`config.mk`:
```
export PLATFORM = sky130hd
export DESIGN_NAME = if_fetch_ctrl
export DESIGN_NICKNAME = d
export VERILOG_FILES = /design/src/rtl/if_fetch_ctrl_pkg.sv /design/src/rtl/if_fetch_ctrl.sv
export SDC_FILE = /design/constraint.sdc
export NUM_CORES = 1
export LEC_CHECK = 0
export ABC_AREA = 1
export BUFFER_PORTS_ARGS = -buffer_cell sky130_fd_sc_hd__buf_2
export CORE_UTILIZATION = 48
export CTS_CLUSTER_SIZE = 40
export DETAILED_ROUTE_END_ITERATION = 10
export PLACE_DENSITY = 0.77
export SLEW_MARGIN = 20
export SYNTH_ARGS = -nofsm -noshare
export SYNTH_HDL_FRONTEND = slang
export SYNTH_SLANG_ARGS = --single-unit
```
`constraint.sdc`:
```
create_clock -name clk -period 2.5 [get_ports clk]
set_clock_uncertainty 0.05 [all_clocks]
set_input_delay 0.75 -clock clk [delete_from_list [all_inputs] [get_ports clk]]
set_output_delay 0.75 -clock clk [all_outputs]
set_load 0.03 [all_outputs]
```
`src/rtl/if_fetch_ctrl_pkg.sv`:
```
// Shared front-end definitions: fetch FSM encoding, NOP word and stall-vector indices.
package cpu_defs;

    typedef enum logic [1:0] {
        IDLE    = 2'd0,
        BUSY    = 2'd1,
        HOLD    = 2'd2,
        DISCARD = 2'd3
    } fetch_state_t;

    localparam logic [31:0] NOP_INST = 32'h0000_0000;
    localparam int          STALL_IF = 1;

endpackage

```
`src/rtl/if_fetch_ctrl.sv`:
```
// Instruction-fetch controller: drives a req/ack instruction bus and presents the fetched word to IF/ID.
// Ack-to-inst_o is combinational (0 cycles). Each wait state raises stallreq_o; a stalled IF/ID parks the word in a one-entry buffer.
module if_fetch_ctrl
    import cpu_defs::*;
(
    input  logic        clk,
    input  logic        rst,
    input  logic [31:0] pc_i,
    input  logic [5:0]  stall,
    input  logic        flush_i,
    output logic        bus_req_o,
    output logic [31:0] bus_addr_o,
    input  logic        bus_ack_i,
    input  logic [31:0] bus_rdata_i,
    output logic [31:0] inst_o,
    output logic [31:0] inst_pc_o,
    output logic        inst_valid_o,
    output logic        stallreq_o
);

    fetch_state_t state, state_nxt;
    logic [31:0]  addr_q, addr_nxt;
    logic [31:0]  buf_inst, buf_inst_nxt;
    logic [31:0]  buf_pc, buf_pc_nxt;

    // Only the IF/ID stall bit matters here; the rest of the vector is for other stages.
    logic stall_unused;
    assign stall_unused = ^{stall[5:2], stall[0]};

    always_comb begin
        state_nxt    = state;
        addr_nxt     = addr_q;
        buf_inst_nxt = buf_inst;
        buf_pc_nxt   = buf_pc;
        bus_req_o    = 1'b0;
        bus_addr_o   = 32'h0;
        inst_o       = NOP_INST;
        inst_pc_o    = 32'h0;
        inst_valid_o = 1'b0;
        stallreq_o   = 1'b0;

        case (state)
            IDLE: begin
                state_nxt = BUSY;
            end

            BUSY: begin
                bus_req_o  = 1'b1;
                bus_addr_o = pc_i;
                addr_nxt   = pc_i;
                if (!bus_ack_i) begin
                    stallreq_o = 1'b1;
                    // The request already on the bus must still complete at its old address.
                    if (flush_i) begin
                        state_nxt = DISCARD;
                    end
                end else if (!flush_i) begin
                    inst_o       = bus_rdata_i;
                    inst_pc_o    = pc_i;
                    inst_valid_o = 1'b1;
                    if (stall[STALL_IF]) begin
                        buf_inst_nxt = bus_rdata_i;
                        buf_pc_nxt   = pc_i;
                        state_nxt    = HOLD;
                    end
                end
            end

            HOLD: begin
                if (flush_i) begin
                    state_nxt = BUSY;
                end else begin
                    inst_o       = buf_inst;
                    inst_pc_o    = buf_pc;
                    inst_valid_o = 1'b1;
                    if (!stall[STALL_IF]) begin
                        state_nxt = BUSY;
                    end
                end
            end

            DISCARD: begin
                bus_req_o  = 1'b1;
                bus_addr_o = addr_q;
                stallreq_o = 1'b1;
                if (bus_ack_i) begin
                    state_nxt = BUSY;
                end
            end

            default: begin
                state_nxt = IDLE;
            end
        endcase
    end

    always_ff @(posedge clk) begin
        if (rst) begin
            state    <= IDLE;
            addr_q   <= 32'h0;
            buf_inst <= 32'h0;
            buf_pc   <= 32'h0;
        end else begin
            state    <= state_nxt;
            addr_q   <= addr_nxt;
            buf_inst <= buf_inst_nxt;
            buf_pc   <= buf_pc_nxt;
        end
    end

endmodule

```
Yosys cells after proc, flatten, opt, wreduce, memory -nomap -nowiden
Index checks and enable logic that the tools add are counted.
{"block": "classes", "n_mux": 23, "bitwise_logic": 1, "n_reduce_logical": 4, "eq_ne": 8}
{"operator": "2-to-1 mux 32 bit", "n": 6}
{"operator": "case mux 32 bit (2 select lines)", "n": 3}
{"operator": "2-to-1 mux 2 bit", "n": 7}
{"operator": "!= test 3 bit (second input constant)", "n": 4}
{"operator": "case mux 2 bit (4 select lines)", "n": 1}
{"operator": "AND reduction 5 bit", "n": 1}
{"operator": "== test 2 bit (second input constant)", "n": 2}
{"operator": "2-to-1 mux 1 bit", "n": 4}
{"operator": "case mux 1 bit (2 select lines)", "n": 2}
{"operator": "AND reduction 4 bit", "n": 1}
{"operator": "== test 2 x 1 -> 1 bit (second input constant)", "n": 1}
{"operator": "logical NOT 2 bit", "n": 1}
{"operator": "!= test 2 bit (second input constant)", "n": 1}
{"operator": "OR reduction 2 bit", "n": 1}
{"operator": "inverter 1 bit", "n": 1}
{"block": "word_totals", "inputBits": 74, "ff_bits": 98, "out_inout_bits": 99}

Logic depth before layout (Yosys ltp)
Gate-level depths: netlist of run 1.
{"block": "depth", "depth_word": 4, "mapped_depth": 9}

Least setup slack after synthesis of run 1
No wires, ideal clock.
{"block": "synth_path", "path_type": "input to output", "start": "input port flush_i", "end": "output port inst_o[22]", "setup_slack_ns": -0.066, "required_ns": 1.700, "stages": 5, "t_arrival_ns": 1.766, "path_cell_list": "inv_2 -> buf_2 -> buf_2 -> nand3_1 -> a21oi_1"}
{"block": "synth_via", "elab_chain_cells": 3, "word_cells_on_any_way": 4, "classes_between": "4 x mux"}
{"item": "start, declared", "line": "if_fetch_ctrl.sv:10", "text": "input logic flush_i,"}
{"item": "2-to-1 mux 32 bit", "line": "if_fetch_ctrl.sv:57", "text": "end else if (!flush_i) begin"}
{"item": "2-to-1 mux 32 bit", "line": "if_fetch_ctrl.sv:51", "text": "if (!bus_ack_i) begin"}
{"item": "case mux 32 bit (2 select lines) (*)", "line": "if_fetch_ctrl.sv:42", "text": "case (state)"}
{"item": "end, declared", "line": "if_fetch_ctrl.sv:15", "text": "output logic [31:0] inst_o,"}
Every way passes the cells marked *; elsewhere a longest branch is shown, timed or not.

Final worst setup path of run 1
{"block": "layout_path", "start": "register state[1]", "end": "output port inst_o[20]"}
{"block": "layout_via", "elab_chain_cells": 2, "word_cells_on_any_way": 3, "classes_between": "2 x eq/ne; 1 x mux"}
{"item": "start, declared", "line": "if_fetch_ctrl.sv:21", "text": "fetch_state_t state, state_nxt;"}
{"item": "start signal, assigned", "line": "if_fetch_ctrl.sv:104", "text": "state <= state_nxt;"}
{"item": "== test 2 bit or == test 2 x 1 -> 1 bit (tied branches)", "line": "if_fetch_ctrl.sv:42"}
{"item": "case mux 32 bit (2 select lines) (*)", "line": "if_fetch_ctrl.sv:42"}
Marks and branches as above.

==> results of run 1 <==
-- registers in the layout (all words and copies together), names as in the netlist --
name,cells
state,2
buf_pc,32
buf_inst,32
addr_q,32
-- tightest hold or removal path, cell delays in order (launching register included) --
cell                      delay, ns
sky130_fd_sc_hd__dfxtp_1       0.32
sky130_fd_sc_hd__nand2_1       0.06
sky130_fd_sc_hd__a21oi_1       0.05
-- metal layers --
layer  track usage [%]  routed length, um  up-vias
met5                 0                  0        -
met4              12.3                642        0
met3              5.58               1570       60
met2              53.3               9540      338
met1              40.3               7370     2934
li1                  -                  -     2817
-- logic make-up (layout without fill, tap and decap cells) --
logic type               Yosys count  count (layout)
AND/OR/NAND/NOR                  404             404
adder cells (fa/ha/maj)            4               4
AO/OA/AOI/OAI                    164             164
flip-flops                        98              98
other                              0               1
buffers and inverters             81             243
-- synthesized netlist by cell type (all sizes together) --
cell    count
a21oi      97
ha          4
nand2     138
inv        10
dfxtp      98
clkinv      1
buf        52
nor2      135
clkbuf     18
o21ai      67
nand3     131
-- placed cells by master (no fill, tap or decap), drive strengths merged --
cell type	Yosys	final
clkinv	1	1
nand2	138	138
clkinvlp	0	3
inv	10	9
a21oi	97	97
nand3	131	131
clkbuf	18	19
ha	4	4
o21ai	67	67
nor2	135	135
bufinv	0	2
dfxtp	98	98
buf	52	209
diode	0	1
-- through the flow --
step                power, uW  hold WS (ns)  cells
floorplan                2530         0.390    751
global placement         2890         0.398   1004
detailed placement       2910         0.403   1004
CTS                      4450         0.417   1037
global route             4790         0.432   1047
finish                   4640         0.419   1047
-- area by class of cell --
| class | instances | area (um2) | share of cell area (%) |
|---|---|---|---|
| diodes | 1 | 2.50 | 0.0318 |
| inverters | 11 | 57.6 | 0.732 |
| clock buffers | 12 | 145 | 1.85 |
| flip-flops and latches | 98 | 1970 | 25.0 |
| clock inverters | 4 | 75.1 | 0.955 |
| multi-input cells | 572 | 3340 | 42.5 |
| well taps | 133 | 166 | 2.12 |
| repair buffers | 216 | 2110 | 26.8 |
-- power groups by stage --
stage	logic [uW]	clock network (uW)	registers, uW
floorplan	791	0	1730
global placement	1140	0	1740
detailed placement	1160	0	1750
CTS	1580	1160	1710
global route	1830	1230	1730
finish	1760	1160	1720
-- how the worst max path moves through the flow --
stage | slack (ns) | to | startpoint | depth (start not counted)
2_1_floorplan | -0.04 | inst_o[17] | flush_i | 5
3_3_place_gp | -0.01 | inst_pc_o[26] | flush_i | 6
3_5_place_dp | -0.04 | inst_pc_o[6] | bus_ack_i | 7
4_1_cts | -0.05 | inst_pc_o[21] | state[1] | 9
5_1_grt | -0.13 | inst_o[20] | state[1] | 9
6_report | -0.08 | inst_o[20] | state[1] | 9
-- timing repair --
action / 4_1_cts / 5_1_grt
resized for setup: 215 / 50
setup endpoints to repair: 69 / 96
buffers inserted: 11 / 3
pin swaps: 15 / 20
gates cloned: 7 / 6
endpoints found under the hold margin: 0 / 0
==> reports/qor.csv, run 1 <==
stage,metric,value,unit
floorplan,count of pins on the block boundary,173,
placed_design,Post-Place Setup Slack,-0.0393,ns
synthesis,xor-xnor portion of the synthesized cell area,0,%
synthesis,Synth Register Bits,98,
floorplan,starting density of the core,50.3,%
setup_path,r2r setup slk,0.48,ns
power_and_ir_drop,Sequential Power Share,37.1,%
floorplan,core area,0.00995,mm2
synthesis,cell taking the most area after synthesis,sky130_fd_sc_hd__dfxtp_1,
routing,residual DRC count,0,
min_path,hold crit path type,flop to flop,
synthesis,Compound-Gate Fraction of Synth Area,16.4,%
timing,number of failing hold endpoints at the final stage,0,
run,max-capacitance violation count,0,
global_route,vias in the first global route,5806,
clock_tree,Root Buffer,sky130_fd_sc_hd__clkbuf_8,
setup_path,"Arr. time, crit path",1.78,ns
synthesis,area of the mapped netlist,0.00500,mm2
layout,"Non-Filler Cell Area, Final",0.00786,mm2
synthesis,area fraction of the dominant cell type after synthesis,39.2,%
setup_path,worst setup path category,flop to output port,
setup_path,Worst Setup Start Kind,flop,
layout,Layout Nets,986,
setup_path,Crit path largest cell delay,0.36,ns
floorplan,die area,0.0108,mm2
global_route,combined global-route utilization of all metal layers,31.7,%
floorplan,number of rows in the core area,36,
setup_path,number of buffer and inverter instances along the worst setup path,5,
synthesis,dominant combinational cell family by area after synthesis,simple AND/OR/NAND/NOR gates,
run_status,result of the run,"finished, violations left",
synthesis,"area fraction in and, or, nand and nor cells after synthesis",33.8,%
global_route,maximum number of pins on one net before global-route repair,65,
routing,Final ANT Viol Nets,0,
setup_path,data required time of the worst path,1.70,ns
routing,drt initial violations,626,
setup_path,Critical R2R Capture,buf_inst[28],
routing,number of vias in the routed layout,6149,
layout,share of layout cells above drive strength 1,39.2,%
global_route,global-route congestion overflow total,0,
synthesis,cell types occupying the most area after synthesis,"sky130_fd_sc_hd__dfxtp_1, sky130_fd_sc_hd__nand3_1, sky130_fd_sc_hd__nand2_1, sky130_fd_sc_hd__nor2_1, sky130_fd_sc_hd__a21oi_1",
power_and_ir_drop,fraction of power consumed by the clock network,25.1,%
placed_design,weighted congestion reported at the end of routability-driven placement,0.792,
layout,number of fill cells,633,
clock_tree,TritonCTS buffer count,9,
floorplan,Die W,104,um
power_and_ir_drop,maximum vdd drop,0.000419,V
placed_design,post-detailed-placement cell area,0.00611,mm2
timing,final worst path period share,103,%
power_and_ir_drop,Power per Cell Area,590,mW/mm2
min_path,beginning of the worst hold path,addr_q[24],
setup_path,CP endpoint kind,output port,
placed_design,DP Wirelength,9.77,mm
setup_path,kind of cell with the highest combined delay on the critical path,buffers and inverters,
global_route,number of antenna violations at the first check in global routing,1,
routing,Post-Route WL,19.1,mm
power_and_ir_drop,design internal power,2930,uW
timing,headroom to the max-slew limit,68.5,%
floorplan,die outline height,104,um
clock_tree,largest buffer count on any clock path,2,
setup_path,critical register-to-register path startpoint,state[1],
placed_design,number of port buffers,167,
timing,count of pins over their slew limit,0,
timing,Worst Tran Pin Value,0.472,ns
timing,Fmax,0.388,GHz
setup_path,"critical path, cell by cell",inv_4 > ha_4 > nand2_4 > inv_6 > buf_12 > clkbuf_16 > nand3_2 > a21oi_2 > buf_6,
routing,1st-pass router iterations,6,
synthesis,Netlist cell types,18,
power_and_ir_drop,P_leak,0.00318,uW
timing,unrepaired setup endpoints after global routing,true,
routing,detail-routed via count per cell,5.87,
power_and_ir_drop,Sw Pwr,1710,uW
timing,setup TNS,-2.85,ns
timing,count of final setup violators,66,
timing,post-route setup slack,-0.0780,ns
clock_tree,Worst-Skew Late Latency,0.36,ns
setup_path,Crit-path slowest cell,sky130_fd_sc_hd__dfxtp_4,
clock_tree,post-CTS clock slew at the launch and capture registers of the worst setup and hold paths,0.09,ns
synthesis,synthesized netlist net count,829,
power_and_ir_drop,Sw Ratio,36.9,%
setup_path,largest driver fanout on the critical path,6,
setup_path,R2R depth,9,
routing,drt wl/cell,18.3,um
clock_tree,post-cts hold buffer count,0,
synthesis,area share of fa/ha/maj cells after synthesis,1.00,%
synthesis,average footprint of a synthesized cell,6.66,um2
min_path,Hold EP,addr_q[24],
synthesis,Synth warnings,0,
clock_tree,total number of clock tree sinks,98,
synthesis,Mapped Cells,751,
min_path,cell depth of the worst min-delay path,2,
synthesis,fraction of the yosys area taken by sequential cells,39.2,%
synthesis,multiplexer fraction of the synthesized cell area,0,%
timing,min Tclk post-route,2.58,ns
clock_tree,H-tree level count,3,
power_and_ir_drop,relative contribution of combinational cells to total power,37.8,%
run_status,failing checks,negative setup slack,
layout,post-synthesis to final-layout area growth,57.2,%
clock_tree,TritonCTS clock tree,built,
global_route,global-route wire length before repair,28.0,mm
layout,post-layout util,79.0,%
Power figures use the tool's default switching activity.
==> run 2: changes to the inputs <==
Settings changed: CORE_UTILIZATION 48 to 51, PLACE_DENSITY 0.77 to 0.81.
==> run 2 against run 1 <==
Against the previous run:
- the run still ends with negative setup slack left
- sequential share of layout area grew 2.6 points
- largest power group is now sequential cells
- first-iteration DRC count shrank 21%
- clock power down 10%
- critical endpoint is now inst_pc_o[11]
- setup slack gained 0.031 ns
- via count decreased by 2.0%
- maximum frequency rose by 1.2%
- wire length down 7.7%
- final area is 9.7% lower
==> reports/qor.csv, run 2 (synthesized netlist as in run 1, its figures left out) <==
stage,metric,value,unit,change
routing,Post-Route WL,17.7,mm,-7.7%
timing,post-route setup slack,-0.0470,ns,+0.0310 ns
clock_tree,total number of clock tree sinks,98,,unchanged
routing,drt wl/cell,17.0,um,-6.9%
run,max-capacitance violation count,0,,unchanged
routing,residual DRC count,0,,unchanged
global_route,global-route congestion overflow total,0,,unchanged
power_and_ir_drop,relative contribution of combinational cells to total power,34.3,%,-3.5 points
placed_design,weighted congestion reported at the end of routability-driven placement,0.860,,+8.5%
timing,min Tclk post-route,2.55,ns,-0.0310 ns
clock_tree,H-tree level count,3,,unchanged
setup_path,number of buffer and inverter instances along the worst setup path,4,,-1
floorplan,core area,0.00937,mm2,-5.9%
timing,Worst Tran Pin Value,0.471,ns,-0.00144 ns
placed_design,DP Wirelength,10.1,mm,+3.4%
timing,Fmax,0.393,GHz,+1.2%
power_and_ir_drop,Sw Ratio,37.3,%,+0.46 points
routing,Final ANT Viol Nets,0,,unchanged
routing,number of vias in the routed layout,6024,,-2.0%
global_route,maximum number of pins on one net before global-route repair,51,,-22%
setup_path,"critical path, cell by cell",buf_4 > ha_4 > buf_6 > buf_12 > nand3_1 > a21oi_2 > buf_6,,
power_and_ir_drop,P_leak,0.00305,uW,-4.0%
routing,drt initial violations,496,,-21%
timing,final worst path period share,102,%,-1.2 points
setup_path,Worst Setup Start Kind,flop,,
floorplan,count of pins on the block boundary,173,,unchanged
setup_path,"Top cell by count, worst path",sky130_fd_sc_hd__buf_6,,
power_and_ir_drop,design internal power,2630,uW,-10%
clock_tree,TritonCTS clock tree,built,,
clock_tree,Worst-Skew Late Latency,0.35,ns,about the same
floorplan,Die W,101,um,-2.9%
power_and_ir_drop,Sequential Power Share,41.0,%,+3.9 points
setup_path,worst setup path category,flop to output port,,
run_status,result of the run,"finished, violations left",,
setup_path,r2r setup slk,0.65,ns,+0.17 ns
clock_tree,Root Buffer,sky130_fd_sc_hd__clkbuf_8,,
routing,detail-routed via count per cell,5.80,,-1.2%
layout,Layout Nets,982,,-0.41%
layout,"leading cell type in the layout, fill and taps excluded",sky130_fd_sc_hd__nand2_1,,
setup_path,critical register-to-register path startpoint,state[0],,
timing,headroom to the max-slew limit,68.6,%,+0.096 points
min_path,beginning of the worst hold path,addr_q[26],,
setup_path,CP endpoint kind,output port,,
setup_path,crit path launch,state[1],,
timing,count of pins over their slew limit,0,,unchanged
setup_path,"Arr. time, crit path",1.75,ns,-0.03 ns
global_route,global-route wire length before repair,24.8,mm,-11%
timing,number of failing hold endpoints at the final stage,0,,unchanged
power_and_ir_drop,Power per Cell Area,590,mW/mm2,about the same
layout,most frequent cells in the layout,"sky130_fd_sc_hd__nand2_1, sky130_fd_sc_hd__nor2_1, sky130_fd_sc_hd__nand3_1",,
timing,worst-case hold slack,0.416,ns,-0.00327 ns
global_route,number of antenna violations at the first check in global routing,1,,unchanged
floorplan,die area,0.0102,mm2,-5.8%
setup_path,largest driver fanout on the critical path,9,,+3
layout,share of layout cells above drive strength 1,33.9,%,-5.3 points
timing,setup TNS,-0.114,ns,+2.73 ns
global_route,combined global-route utilization of all metal layers,30.2,%,-1.5 points
routing,1st-pass router iterations,6,,unchanged
floorplan,number of rows in the core area,35,,-2.8%
floorplan,die outline height,101,um,-2.9%
setup_path,Crit path largest cell delay,0.34,ns,-0.02 ns
clock_tree,TritonCTS buffer count,9,,unchanged
power_and_ir_drop,Sw Pwr,1570,uW,-8.6%
power_and_ir_drop,fraction of power consumed by the clock network,24.7,%,-0.4 points
setup_path,kind of cell with the highest combined delay on the critical path,buffers and inverters,,
placed_design,Post-Place Setup Slack,-0.0284,ns,+0.0109 ns
layout,number of fill cells,697,,+10%
clock_tree,post-cts hold buffer count,0,,unchanged
power_and_ir_drop,maximum vdd drop,0.000330,V,-21%
layout,post-synthesis to final-layout area growth,42.0,%,
placed_design,number of port buffers,167,,unchanged
floorplan,starting density of the core,53.4,%,+3.1 points
setup_path,Crit-path slowest cell,sky130_fd_sc_hd__dfxtp_2,,
clock_tree,largest buffer count on any clock path,2,,unchanged
layout,Top Registers,"addr_q (32), buf_inst (32), buf_pc (32)",,
layout,post-layout util,75.8,%,-3.2 points
clock_tree,post-CTS clock slew at the launch and capture registers of the worst setup and hold paths,0.09,ns,about the same
run_status,failing checks,negative setup slack,,
timing,unrepaired setup endpoints after global routing,true,,
global_route,vias in the first global route,5395,,-7.1%
min_path,hold crit path type,flop to flop,,
timing,count of final setup violators,4,,-94%
setup_path,data required time of the worst path,1.70,ns,about the same
-- run 2: changes by cell type in the layout (fill, tap and decap cells not counted), moves of 4 or more --
cell	previous run	this run
sky130_fd_sc_hd__buf_8	1	5
sky130_fd_sc_hd__buf_6	72	68
sky130_fd_sc_hd__a21oi_2	45	62
sky130_fd_sc_hd__nand3_4	15	0
sky130_fd_sc_hd__buf_4	13	21
sky130_fd_sc_hd__nand3_1	82	128
sky130_fd_sc_hd__a21oi_4	19	0
sky130_fd_sc_hd__buf_12	15	9
sky130_fd_sc_hd__buf_16	9	1
sky130_fd_sc_hd__nand3_2	34	3
-- run 2: repair_timing --
action	4_1_cts	5_1_grt
setup endpoints to repair	96	95
buffers inserted	2	5
cloned	2	9
pin swaps	1	47
gates resized for setup	64	135
-- run 2: path summary, 6_finish.rpt --
kind / to / cells after the start
worst max-delay path: inst_pc_o[11] / 7
worst max register to register: buf_pc[27] / 8
worst min-delay path: addr_q[26] / 2
worst min register to register: addr_q[26] / 2
-- run 2: worst min-delay path: cells and delay by family (launching register included) --
| kind | cells | cell delay, ns |
|---|---|---|
| compound gates | 1 | 0.05 |
| flops | 1 | 0.32 |
| simple gates | 1 | 0.06 |
-- run 2: layer usage --
metal | up-vias | track usage (%) | routed length, um
met3 | 49 | 3.95 | 1540
li1 | 2799 | - | -
met1 | 2786 | 39.7 | 6940
met4 | 0 | 11.9 | 545
met5 | - | 0 | 0
met2 | 390 | 50.1 | 8640
-- run 2: per-stage QoR --
step	cell area (um2)	cells	total power, uW
floorplan	5230	751	2530
global placement	6090	1005	2870
detailed placement	6090	1005	2900
CTS	6530	1024	3980
global route	7100	1038	4350
finish	7100	1038	4190
-- run 2: power groups by stage --
stage	Clock (uW)	Combinational [uW]	Sequential, uW
floorplan	0	791	1730
global placement	0	1130	1740
detailed placement	0	1160	1750
CTS	1040	1230	1710
global route	1100	1520	1730
finish	1040	1440	1720
-- run 2: layout make-up --
class / count / area, um2 / area share [%]
Sequential cell: 98 / 1970 / 27.7
Clock buffer: 9 / 124 / 1.74
Clock inverter: 6 / 67.6 / 0.951
Antenna cell: 1 / 2.50 / 0.0352
Multi-Input combinational cell: 572 / 2850 / 40.1
Tap cell: 129 / 161 / 2.27
Inverter: 11 / 61.3 / 0.863
Timing Repair Buffer: 212 / 1870 / 26.3
==> run 3: changes to the inputs <==
Settings changed: MAX_ROUTING_LAYER from default to met4.
==> run 3 against run 2 <==
Against the previous run:
- the flow still finishes with violations (negative setup slack)
- register-to-register slack better by 0.03 ns
- critical path depth unchanged
- sequential cell count unchanged
- sequential share of layout area about the same
- wire length down 0.82%
- final cell count about the same
- critical path type unchanged
- largest cell class unchanged
- largest power group unchanged
- highest routed layer unchanged
==> reports/qor.csv, run 3 (synthesized netlist as in run 1, its figures left out) <==
stage,metric,value,unit,change
run_status,result of the run,"finished, violations left",,
run_status,failing checks,negative setup slack,,
layout,Top Registers,"addr_q (32), buf_inst (32), buf_pc (32)",,
layout,share of layout cells above drive strength 1,34.1,%,+0.18 points
global_route,maximum number of pins on one net before global-route repair,51,,unchanged
setup_path,Worst Setup Start Kind,flop,,
global_route,global-route congestion overflow total,0,,unchanged
placed_design,Post-Place Setup Slack,-0.0284,ns,unchanged
floorplan,die area,0.0102,mm2,unchanged
layout,number of fill cells,699,,+0.29%
clock_tree,largest buffer count on any clock path,2,,unchanged
min_path,hold crit path type,flop to flop,,
clock_tree,total number of clock tree sinks,98,,unchanged
layout,post-layout util,75.8,%,about the same
setup_path,"Arr. time, crit path",1.75,ns,about the same
setup_path,number of buffer and inverter instances along the worst setup path,4,,unchanged
global_route,global-route wire length before repair,24.8,mm,about the same
setup_path,largest driver fanout on the critical path,9,,unchanged
layout,post-synthesis to final-layout area growth,42.0,%,about the same
routing,detail-routed via count per cell,5.81,,+0.19%
layout,Layout Nets,983,,+0.10%
floorplan,Die W,101,um,unchanged
clock_tree,Root Buffer,sky130_fd_sc_hd__clkbuf_8,,
placed_design,weighted congestion reported at the end of routability-driven placement,0.873,,+1.6%
setup_path,Crit path largest cell delay,0.34,ns,about the same
layout,multi-input gate area in the final layout,0.00286,mm2,+0.22%
setup_path,"critical path, cell by cell",buf_4 > ha_4 > buf_6 > buf_12 > nand3_1 > a21oi_2 > buf_6,,
routing,drt wl/cell,16.9,um,-0.92%
timing,count of pins over their slew limit,0,,unchanged
timing,Fmax,0.392,GHz,-0.10%
placed_design,DP Wirelength,10.1,mm,unchanged
run,max-capacitance violation count,0,,unchanged
setup_path,CP endpoint kind,output port,,
timing,unrepaired setup endpoints after global routing,true,,
global_route,vias in the first global route,5388,,-0.13%
routing,residual DRC count,0,,unchanged
global_route,number of antenna violations at the first check in global routing,1,,unchanged
placed_design,number of port buffers,167,,unchanged
timing,post-route setup slack,-0.0496,ns,-0.00264 ns
floorplan,starting density of the core,53.4,%,unchanged
setup_path,Crit-path slowest cell,sky130_fd_sc_hd__dfxtp_2,,
power_and_ir_drop,maximum vdd drop,0.000357,V,+8.4%
clock_tree,post-CTS clock slew at the launch and capture registers of the worst setup and hold paths,0.10,ns,about the same
power_and_ir_drop,Power per Cell Area,588,mW/mm2,-0.37%
layout,most frequent cells in the layout,"sky130_fd_sc_hd__nand2_1, sky130_fd_sc_hd__nor2_1, sky130_fd_sc_hd__nand3_1",,
clock_tree,TritonCTS buffer count,9,,unchanged
setup_path,"Top cell by count, worst path",sky130_fd_sc_hd__buf_6,,
timing,setup TNS,-0.0889,ns,+0.0254 ns
power_and_ir_drop,total power draw,4180,uW,-0.32%
power_and_ir_drop,P_leak,0.00305,uW,about the same
timing,final worst path period share,102,%,+0.11 points
floorplan,die outline height,101,um,unchanged
setup_path,r2r setup slk,0.68,ns,+0.03 ns
timing,count of final setup violators,4,,unchanged
timing,headroom to the max-slew limit,69.2,%,+0.67 points
setup_path,kind of cell with the highest combined delay on the critical path,buffers and inverters,,
setup_path,worst setup path category,flop to output port,,
layout,area used by sequential logic in the layout,0.00197,mm2,unchanged
clock_tree,Worst-Skew Late Latency,0.35,ns,about the same
floorplan,count of pins on the block boundary,173,,unchanged
clock_tree,H-tree level count,3,,unchanged
routing,number of vias in the routed layout,6041,,+0.28%
timing,min Tclk post-route,2.55,ns,+0.00264 ns
routing,1st-pass router iterations,7,,+1
timing,number of failing hold endpoints at the final stage,0,,unchanged
floorplan,core area,0.00937,mm2,unchanged
layout,"leading cell type in the layout, fill and taps excluded",sky130_fd_sc_hd__nand2_1,,
global_route,combined global-route utilization of all metal layers,31.1,%,+0.93 points
timing,Worst Tran Pin Value,0.461,ns,-0.0100 ns
routing,Post-Route WL,17.5,mm,-0.82%
clock_tree,TritonCTS clock tree,built,,
routing,drt initial violations,675,,+36%
routing,Final ANT Viol Nets,0,,unchanged
setup_path,data required time of the worst path,1.70,ns,about the same
floorplan,number of rows in the core area,35,,unchanged
==> run 3: cell count changes in the layout (fill, tap and decap cells not counted) <==
cell and delta:
sky130_fd_sc_hd__buf_12 -2, sky130_fd_sc_hd__buf_4 +1, sky130_fd_sc_hd__nand3_1 -2, sky130_fd_sc_hd__nand3_2 +2
sky130_fd_sc_hd__o21ai_1 +1, sky130_fd_sc_hd__o21ai_2 -1, sky130_fd_sc_hd__buf_8 +2
==> run 3: worst paths after layout <==
| check | startpoint | end | cells after the start |
|---|---|---|---|
| worst min-delay path | addr_q[21] | addr_q[21] | 2 |
| worst min register to register | addr_q[21] | addr_q[21] | 2 |
| worst max-delay path | state[1] | inst_pc_o[11] | 7 |
| worst max register to register | state[0] | buf_pc[27] | 8 |
==> run 3: what timing repair did <==
item	4_1_cts	5_1_grt
setup buffers	2	5
cloned	2	10
gates resized for setup	64	133
setup endpoints to repair	96	95
hold buffers	0	0
pin swaps	1	47
==> run 3: layout make-up <==
| type | count | share of cell area, % |
|---|---|---|
| Multi-Input combinational cell | 572 | 40.2 |
| Sequential cell | 98 | 27.7 |
| Timing Repair Buffer | 213 | 26.3 |
| Tap cell | 129 | 2.27 |
| Clock buffer | 9 | 1.74 |
| Clock inverter | 6 | 0.951 |
| Inverter | 11 | 0.863 |
| Antenna cell | 1 | 0.0352 |
==> run 3: where the power goes <==
| part | switching, uW | internal (uW) | leakage, uW | total (uW) |
|---|---|---|---|---|
| clock | 574 | 461 | 0.0000917 | 1040 |
| combinational | 929 | 498 | 0.00216 | 1430 |
| sequential | 55.4 | 1660 | 0.000798 | 1720 |
| total | 1560 | 2620 | 0.00305 | 4180 |
==> run 3: worst reg2reg max path, delay by kind of cell, from the launching register on <==
kind | cells | cell delay [ns]
and+or+nand+nor | 4 | 0.49
buffers and inverters | 3 | 0.48
DFF | 1 | 0.40
adders and majority gates | 1 | 0.29
==> run 3: per-stage QoR <==
step | hold WS [ns] | area, um2 | instances
after floorplan | 0.390 | 5230 | 751
after CTS | 0.416 | 6530 | 1024
after global placement | 0.398 | 6090 | 1005
after global routing | 0.425 | 7110 | 1039
final | 0.416 | 7110 | 1039
after detailed placement | 0.402 | 6090 | 1005
==> run 3: metal layers <==
layer	up-vias	track usage, %	part of all wire (%)
met2	361	50.0	49
met1	2801	40.0	39
li1	2807	-	-
met3	72	3.74	8.6
met5	-	-	0
met4	0	11.9	3.3
